$ cat config.mk
export PLATFORM = sky130hd
export DESIGN_NAME = rot_pipe
export DESIGN_NICKNAME = d
export VERILOG_FILES = /design/src/rtl/rot_pipe.sv
export SDC_FILE = /design/constraint.sdc
export NUM_CORES = 2
export LEC_CHECK = 0
export CAP_MARGIN = 20
export CORE_ASPECT_RATIO = 1.1
export CORE_MARGIN = 2
export CORE_UTILIZATION = 58
export DETAILED_ROUTE_END_ITERATION = 7
export PLACE_DENSITY_LB_ADDON = 0.3
export SLEW_MARGIN = 20
export SYNTH_ARGS = -nofsm -noshare
export SYNTH_HDL_FRONTEND = slang
export SYNTH_SLANG_ARGS = --single-unit
$ cat constraint.sdc
create_clock -name clk -period 18.05 [get_ports clk]
set_input_delay 1.805 -clock clk [delete_from_list [all_inputs] [get_ports clk]]
set_output_delay 1.805 -clock clk [all_outputs]
set_load 0.005 [all_outputs]
$ cat src/rtl/rot_pipe.sv
// Elastic pipelined barrel rotator/shifter with valid/ready on both sides.
// Define ROT_ZERO_FLAG_EN to add the registered out_zero result flag.
module rot_pipe #(
    parameter int N         = 64,
    parameter int LOG2_N    = 6,
    parameter int REG_EVERY = 1,
    parameter int TAG_W     = 4
) (
    input  logic              clk,
    input  logic              rst,
    input  logic              in_valid,
    output logic              in_ready,
    input  logic [0:N-1]      in_data,
    input  logic [0:LOG2_N-1] in_amt,
    input  logic              in_dir,
    input  logic [1:0]        in_mode,
    input  logic [TAG_W-1:0]  in_tag,
    output logic              out_valid,
    input  logic              out_ready,
    output logic [0:N-1]      out_data,
    output logic [TAG_W-1:0]  out_tag
`ifdef ROT_ZERO_FLAG_EN
    ,
    output logic              out_zero
`endif
);

    localparam int L = (LOG2_N + REG_EVERY - 1) / REG_EVERY;

    function automatic logic reg_after(input int j);
        return ((j + 1) % REG_EVERY == 0) || (j == LOG2_N - 1);
    endfunction

    function automatic int src_stage(input int r);
        return (r == L - 1) ? LOG2_N - 1 : (r + 1) * REG_EVERY - 1;
    endfunction

    // One mux level; sgn is the original MSB carried for arithmetic right
    function automatic logic [0:N-1] shf(
        input logic [0:N-1] x,
        input int           s,
        input logic         dir,
        input logic [1:0]   mode,
        input logic         sgn
    );
        logic [0:N-1] r;
        r = '0;
        for (int k = 0; k < N; k++) begin
            if (!dir) begin
                if (k >= s)             r[k] = x[k-s];
                else if (mode == 2'b01) r[k] = 1'b0;
                else if (mode == 2'b10) r[k] = sgn;
                else                    r[k] = x[k-s+N];
            end else begin
                if (k + s < N)                           r[k] = x[k+s];
                else if (mode == 2'b00 || mode == 2'b11) r[k] = x[k+s-N];
                else                                     r[k] = 1'b0;
            end
        end
        return r;
    endfunction

    logic              st_v    [LOG2_N];
    logic [0:N-1]      st_di   [LOG2_N];
    logic [0:N-1]      st_do   [LOG2_N];
    logic [TAG_W-1:0]  st_tag  [LOG2_N];
    logic              st_dir  [LOG2_N];
    logic [1:0]        st_mode [LOG2_N];
    logic [0:LOG2_N-1] st_amt  [LOG2_N];
    logic              st_sgn  [LOG2_N];

    logic              v_q    [L];
    logic [0:N-1]      d_q    [L];
    logic [TAG_W-1:0]  tag_q  [L];
    logic              dir_q  [L];
    logic [1:0]        mode_q [L];
    logic [0:LOG2_N-1] amt_q  [L];
    logic              sgn_q  [L];

    logic              v_d    [L];
    logic [0:N-1]      d_d    [L];
    logic [TAG_W-1:0]  tag_d  [L];
    logic              dir_d  [L];
    logic [1:0]        mode_d [L];
    logic [0:LOG2_N-1] amt_d  [L];
    logic              sgn_d  [L];

    logic [L:0]        rdy;

    always_comb begin
        for (int j = 0; j < LOG2_N; j++) begin
            st_v[j]    = 1'b0;
            st_di[j]   = '0;
            st_tag[j]  = '0;
            st_dir[j]  = 1'b0;
            st_mode[j] = '0;
            st_amt[j]  = '0;
            st_sgn[j]  = 1'b0;
            if (j == 0) begin
                st_v[j]    = in_valid;
                st_di[j]   = in_data;
                st_tag[j]  = in_tag;
                st_dir[j]  = in_dir;
                st_mode[j] = in_mode;
                st_amt[j]  = in_amt;
                st_sgn[j]  = in_data[0];
            end else if (reg_after(j - 1)) begin
                st_v[j]    = v_q[(j-1)/REG_EVERY];
                st_di[j]   = d_q[(j-1)/REG_EVERY];
                st_tag[j]  = tag_q[(j-1)/REG_EVERY];
                st_dir[j]  = dir_q[(j-1)/REG_EVERY];
                st_mode[j] = mode_q[(j-1)/REG_EVERY];
                st_amt[j]  = amt_q[(j-1)/REG_EVERY];
                st_sgn[j]  = sgn_q[(j-1)/REG_EVERY];
            end else begin
                st_v[j]    = st_v[j-1];
                st_di[j]   = st_do[j-1];
                st_tag[j]  = st_tag[j-1];
                st_dir[j]  = st_dir[j-1];
                st_mode[j] = st_mode[j-1];
                st_amt[j]  = st_amt[j-1];
                st_sgn[j]  = st_sgn[j-1];
            end
            st_do[j] = st_amt[j][j]
                ? shf(st_di[j], N >> (j + 1), st_dir[j], st_mode[j], st_sgn[j])
                : st_di[j];
        end
        for (int r = 0; r < L; r++) begin
            v_d[r]    = st_v[src_stage(r)];
            d_d[r]    = st_do[src_stage(r)];
            tag_d[r]  = st_tag[src_stage(r)];
            dir_d[r]  = st_dir[src_stage(r)];
            mode_d[r] = st_mode[src_stage(r)];
            amt_d[r]  = st_amt[src_stage(r)];
            sgn_d[r]  = st_sgn[src_stage(r)];
        end
    end

    // A slot may load if it or any slot downstream of it has a hole
    always_comb begin
        rdy = '0;
        for (int r = 0; r <= L; r++) begin
            rdy[r] = out_ready;
            for (int k = r; k < L; k++) begin
                if (!v_q[k]) rdy[r] = 1'b1;
            end
        end
    end

    always_ff @(posedge clk or posedge rst) begin
        if (rst) begin
            for (int r = 0; r < L; r++) begin
                v_q[r]    <= 1'b0;
                d_q[r]    <= '0;
                tag_q[r]  <= '0;
                dir_q[r]  <= 1'b0;
                mode_q[r] <= '0;
                amt_q[r]  <= '0;
                sgn_q[r]  <= 1'b0;
            end
        end else begin
            for (int r = 0; r < L; r++) begin
                if (rdy[r]) begin
                    v_q[r]    <= v_d[r];
                    d_q[r]    <= d_d[r];
                    tag_q[r]  <= tag_d[r];
                    dir_q[r]  <= dir_d[r];
                    mode_q[r] <= mode_d[r];
                    amt_q[r]  <= amt_d[r];
                    sgn_q[r]  <= sgn_d[r];
                end
            end
        end
    end

`ifdef ROT_ZERO_FLAG_EN
    logic zero_q;
    logic zero_d;

    assign zero_d = (d_d[L-1] == '0);

    always_ff @(posedge clk or posedge rst) begin
        if (rst) begin
            zero_q <= 1'b0;
        end else if (rdy[L-1]) begin
            zero_q <= zero_d;
        end
    end

    assign out_zero = zero_q & v_q[L-1];
`endif

    assign in_ready  = rdy[0];
    assign out_valid = v_q[L-1];
    assign out_data  = d_q[L-1];
    assign out_tag   = tag_q[L-1];

endmodule

After elaboration in Yosys (flattened, before gate mapping)

Index checks and enable logic that the tools add are counted.
Widths: inputs -> output; s select.

Register bits: 449
Bits of input ports: 81
Output and inout bits: 70
Logic and storage cells: 668

Equality and inequality tests: 18
Muxes and demuxes: 600
Reductions and logical operators: 12

Operators with widths:

| operator           | number |
|---|---|
| $mux 1             | 594 |
| $mux 64            | 6 |
| $eq 2x2->1 const B | 12 |
| $eq 2x1->1 const B | 6 |
| $logic_not 2->1    | 6 |
| $logic_or 1x1->1   | 6 |

Depth between registers and ports, before layout

Depth after elaboration: 6
Gate-level depth with buffers: 7
Mapped depth without buffers: 5

Least setup slack after synthesis

Ideal clock, no wire load.

Kind: in2out
Start: input out_ready
End: output in_ready
Data arrival time: 2499 ps
Path slack: 13746 ps
Stages on the path: 5
Cells stage by stage: and4b_1 -> buf_2 -> and2_4 -> inv_2 -> buf_4

Word-level cells in the longest chain between the ends: 6

RTL lines:

| what                 | line | text |
|---|---|---|
| start: declaration   | 19   | `input logic out_ready,` |
| $mux 1 (6 in series) | 145  | `if (!v_q[k]) rdy[r] = 1'b1;` |
| end: declaration     | 12   | `output logic in_ready,` |

No other way between the ends.

Final worst setup path

Same ends and word-level chain as after synthesis.

==> flow_metrics.env <==
export IMPL_antenna_found_initial=0
export IMPL_internal_power_w=0.002725
export IMPL_drt_met1_wl_mm=25.64
export IMPL_cts_buffers=45
export IMPL_cts_htree_levels=2
export IMPL_hold_buffers=0
export IMPL_cts_resized=0
export IMPL_dr_pass1_iters=5
export IMPL_drtAntennaViolNets=0
export IMPL_wl_met3_mm=2.462
export IMPL_cp_start_kind="input port"
export IMPL_die_y_um=223.3
export IMPL_clock_sinks=449
export IMPL_final_nets=2571
export IMPL_synth_seq_cells=449
export IMPL_post_cts_setup_buffers=0
export IMPL_cts_buffer_depth=3
export IMPL_pwr_share_comb=0.338
export IMPL_ir_drop_uv=71.39
export IMPL_grt_pass1_vias=17700
export IMPL_syn_nets=2659
export IMPL_synth_area_mm2=0.02537
export IMPL_skew_ps=19.33
export IMPL_relSlewSlack=0.2853
export IMPL_finalMaxSlewViolations=0
export IMPL_setup_viol=0
export IMPL_seqPwrFrac=0.433
export IMPL_cts_tree="built"
export IMPL_fmax_mhz=155.5
export IMPL_grt_total_usage=0.2565
export IMPL_place_detailed_hpwl_mm=41.36
export IMPL_p_clk_frac=0.229
export IMPL_fillers=3414
export IMPL_layout_drive_gt1_share=0.1074
export IMPL_worst_ep_required_time_ps=16240
export IMPL_drt_total_wl_mm=58.05
export IMPL_crit_arrival_ps=4630
export IMPL_top_layer="met4"
export IMPL_die_x_um=203.4
export IMPL_rsz0062_at_grt="no"
export IMPL_start_util=0.5866
export IMPL_yosysWarnings=0
export IMPL_port_buffers=150
export IMPL_yosysSeqAreaShare=0.4429
export IMPL_status="complete, no violations"
export IMPL_fin_crit_sh=0.3563
export IMPL_max_cap_violations=0
export IMPL_syn_area_per_cell_um2=9.886
export IMPL_wl_met2_mm=28.12
export IMPL_crit_path_end_kind="output pin"
export IMPL_grt_ovfl_total=0
export IMPL_worstHoldPathType="flop to flop"
export IMPL_min_path_cells=2
export IMPL_synth_edf_count=0
export IMPL_setup_tns_ps=0
export IMPL_grt_first_pass_wirelength_mm=95.42
export IMPL_powerDensity_mw_per_mm2=152.5
export IMPL_wl_per_cell_um=18.80
export IMPL_synthArstFlopShare=1.000
export IMPL_clock_latency_ps=570
export IMPL_drtIter0Drc=1317
export IMPL_r2r_cells=5
export IMPL_crit_type="input port to output pin"
export IMPL_rows=80
export IMPL_die_area_mm2=0.04543
export IMPL_worst_slew_pin_slew_ps=1072
export IMPL_p_total_w=0.004245
export IMPL_min_period_ps=6432
export IMPL_diodes=0
export IMPL_viasPerCell=6.069
export IMPL_p_sw_frac=0.3580
export IMPL_hold_viol_final=0
export IMPL_cp_max_fo=67
export IMPL_grt_max_degree=143
export IMPL_io_pins=151
export IMPL_synth_main_ff_cell="dfrtp_1"
export IMPL_clkTransAtPathRegs_ps=60
export IMPL_drc=0
export IMPL_cts_root_buffer="clkbuf_16"
export IMPL_syn_inst=2566
export IMPL_finalWeightedCongestion=0.8997
export IMPL_p_leak_nw=12.44
export IMPL_area_growth_pct=9.727
export IMPL_ys_types=43
export IMPL_core_mm2=0.04324
export IMPL_vias=18740
export IMPL_netSwitchingPower_w=0.001520
[kinds of logic after synthesis]
| logic type | Yosys count | share of synthesized area |
|---|---|---|
| and+or+nand+nor | 685 | 0.1273 |
| buffers and inverters | 339 | 0.06526 |
| DFF | 449 | 0.4429 |
| AOI/OAI and AO/OA | 629 | 0.1723 |
| muxes | 452 | 0.1863 |
| adders and majority gates | 12 | 0.005919 |
[final timing paths]
path                                 to  slack, ps      start
setup / recovery               in_ready      11620  out_ready
hold / removal                st_tag[4]        470  st_tag[4]
setup reg to reg               d_q[268]      14730  out_valid
hold reg to reg               st_tag[4]        470  st_tag[4]
max in group asynchronous      d_q[136]      13040        rst
min in group asynchronous  out_data[62]       1820        rst
[per-stage QoR]
step / setup WS (ps) / cell area, um^2 / std cells / hold WS [ps] / util
floorplan: 3731 / 25370 / 2566 / 426.7 / -
global placement: 11650 / 26270 / 3005 / 450.8 / 0.6076
detailed placement: 11580 / 26280 / 3005 / 457.4 / 0.6077
CTS: 11590 / 27830 / 3087 / 471.9 / 0.6436
global route: 11430 / 27830 / 3087 / 496.8 / 0.6437
finish: 11620 / 27830 / 3087 / 468.7 / 0.6437
[registers in the layout (all words and copies together), names as in the netlist]
register   flops
st_tag        20
out_tag        4
out_valid      1
mode_d        10
st_v           5
sgn_d          5
out_data      64
d_q          320
amt_d         15
dir_d          5
[synth_stat cells (4+ instances only)]
master	instances	area, um^2
dfrtp_1	449	11240
nor2_1	333	1250
nor3b_1	31	232.7
o31ai_1	39	292.8
clkbuf_1	146	548.0
o311a_1	12	120.1
buf_1	12	45.04
o221ai_1	16	140.1
a21o_1	178	1336
nand2_1	52	195.2
nor4_1	30	187.7
and3_1	5	31.28
a31oi_1	56	350.3
mux2_2	146	1644
a21oi_1	80	400.4
o21ai_0	57	285.3
inv_1	30	112.6
nand2b_1	36	225.2
nand3_1	125	625.6
a22o_1	6	52.55
nor2b_1	33	206.5
and2_1	30	187.7
a211oi_1	179	1344
mux2i_1	291	2913
buf_4	68	510.5
mux2_1	15	168.9
buf_2	78	390.4
ha_1	12	150.1
buf_6	4	45.04
[worst max-delay path, stage by stage]
cell and delay, ps:
clkdlybuf4s50_1 490, and4b_4 830, and2_4 700, inv_2 280, clkdlybuf4s50_1 510
[power by group through the flow]
stage	Sequential [W]	Combinational [W]	Clock (W)
finish	0.00184	0.00144	0.000970
global route	0.00190	0.00159	0.00103
CTS	0.00184	0.00144	0.000986
detailed placement	0.00185	0.00143	0
global placement	0.00182	0.00138	0
floorplan	0.00163	0.00124	0
[cell usage in the layout, fill, tap and decap left out, types with 15 or more instances in the layout]
master           instances
buf_4                   22
clkbuf_16               45
nor4_1                  30
o21ai_0                 57
nor2b_1                 32
o31ai_1                 39
o221ai_1                16
nor3b_1                 31
mux2_1                  15
mux2i_1                291
a21oi_1                 80
mux2_2                 146
and2_1                  30
nand3_1                125
a31oi_1                 56
inv_1                   29
nand2b_1                36
a211oi_1               179
nor2_1                 333
clkdlybuf4s50_1        149
a21o_1                 178
nand2_1                 51
dfrtp_1                439
[cell type report]
type | instances | area (um^2) | share of cell area
inverters | 31 | 123.9 | 0.004450
repair buffers | 173 | 1673 | 0.06010
clock buffers | 62 | 1300 | 0.04671
multi-input cells | 1778 | 12500 | 0.4491
clock inverters | 20 | 254.0 | 0.009125
flip-flops and latches | 449 | 11270 | 0.4047
well taps | 574 | 718.2 | 0.02580
[routing by layer]
| layer | track usage | vias up |
|---|---|---|
| met5 | 0 | - |
| met4 | 0.08900 | 0 |
| met3 | 0.02819 | 103 |
| met2 | 0.4266 | 477 |
| met1 | 0.3500 | 9127 |
| li1 | - | 9028 |
Note: power is estimated with default switching activity, not from simulation.
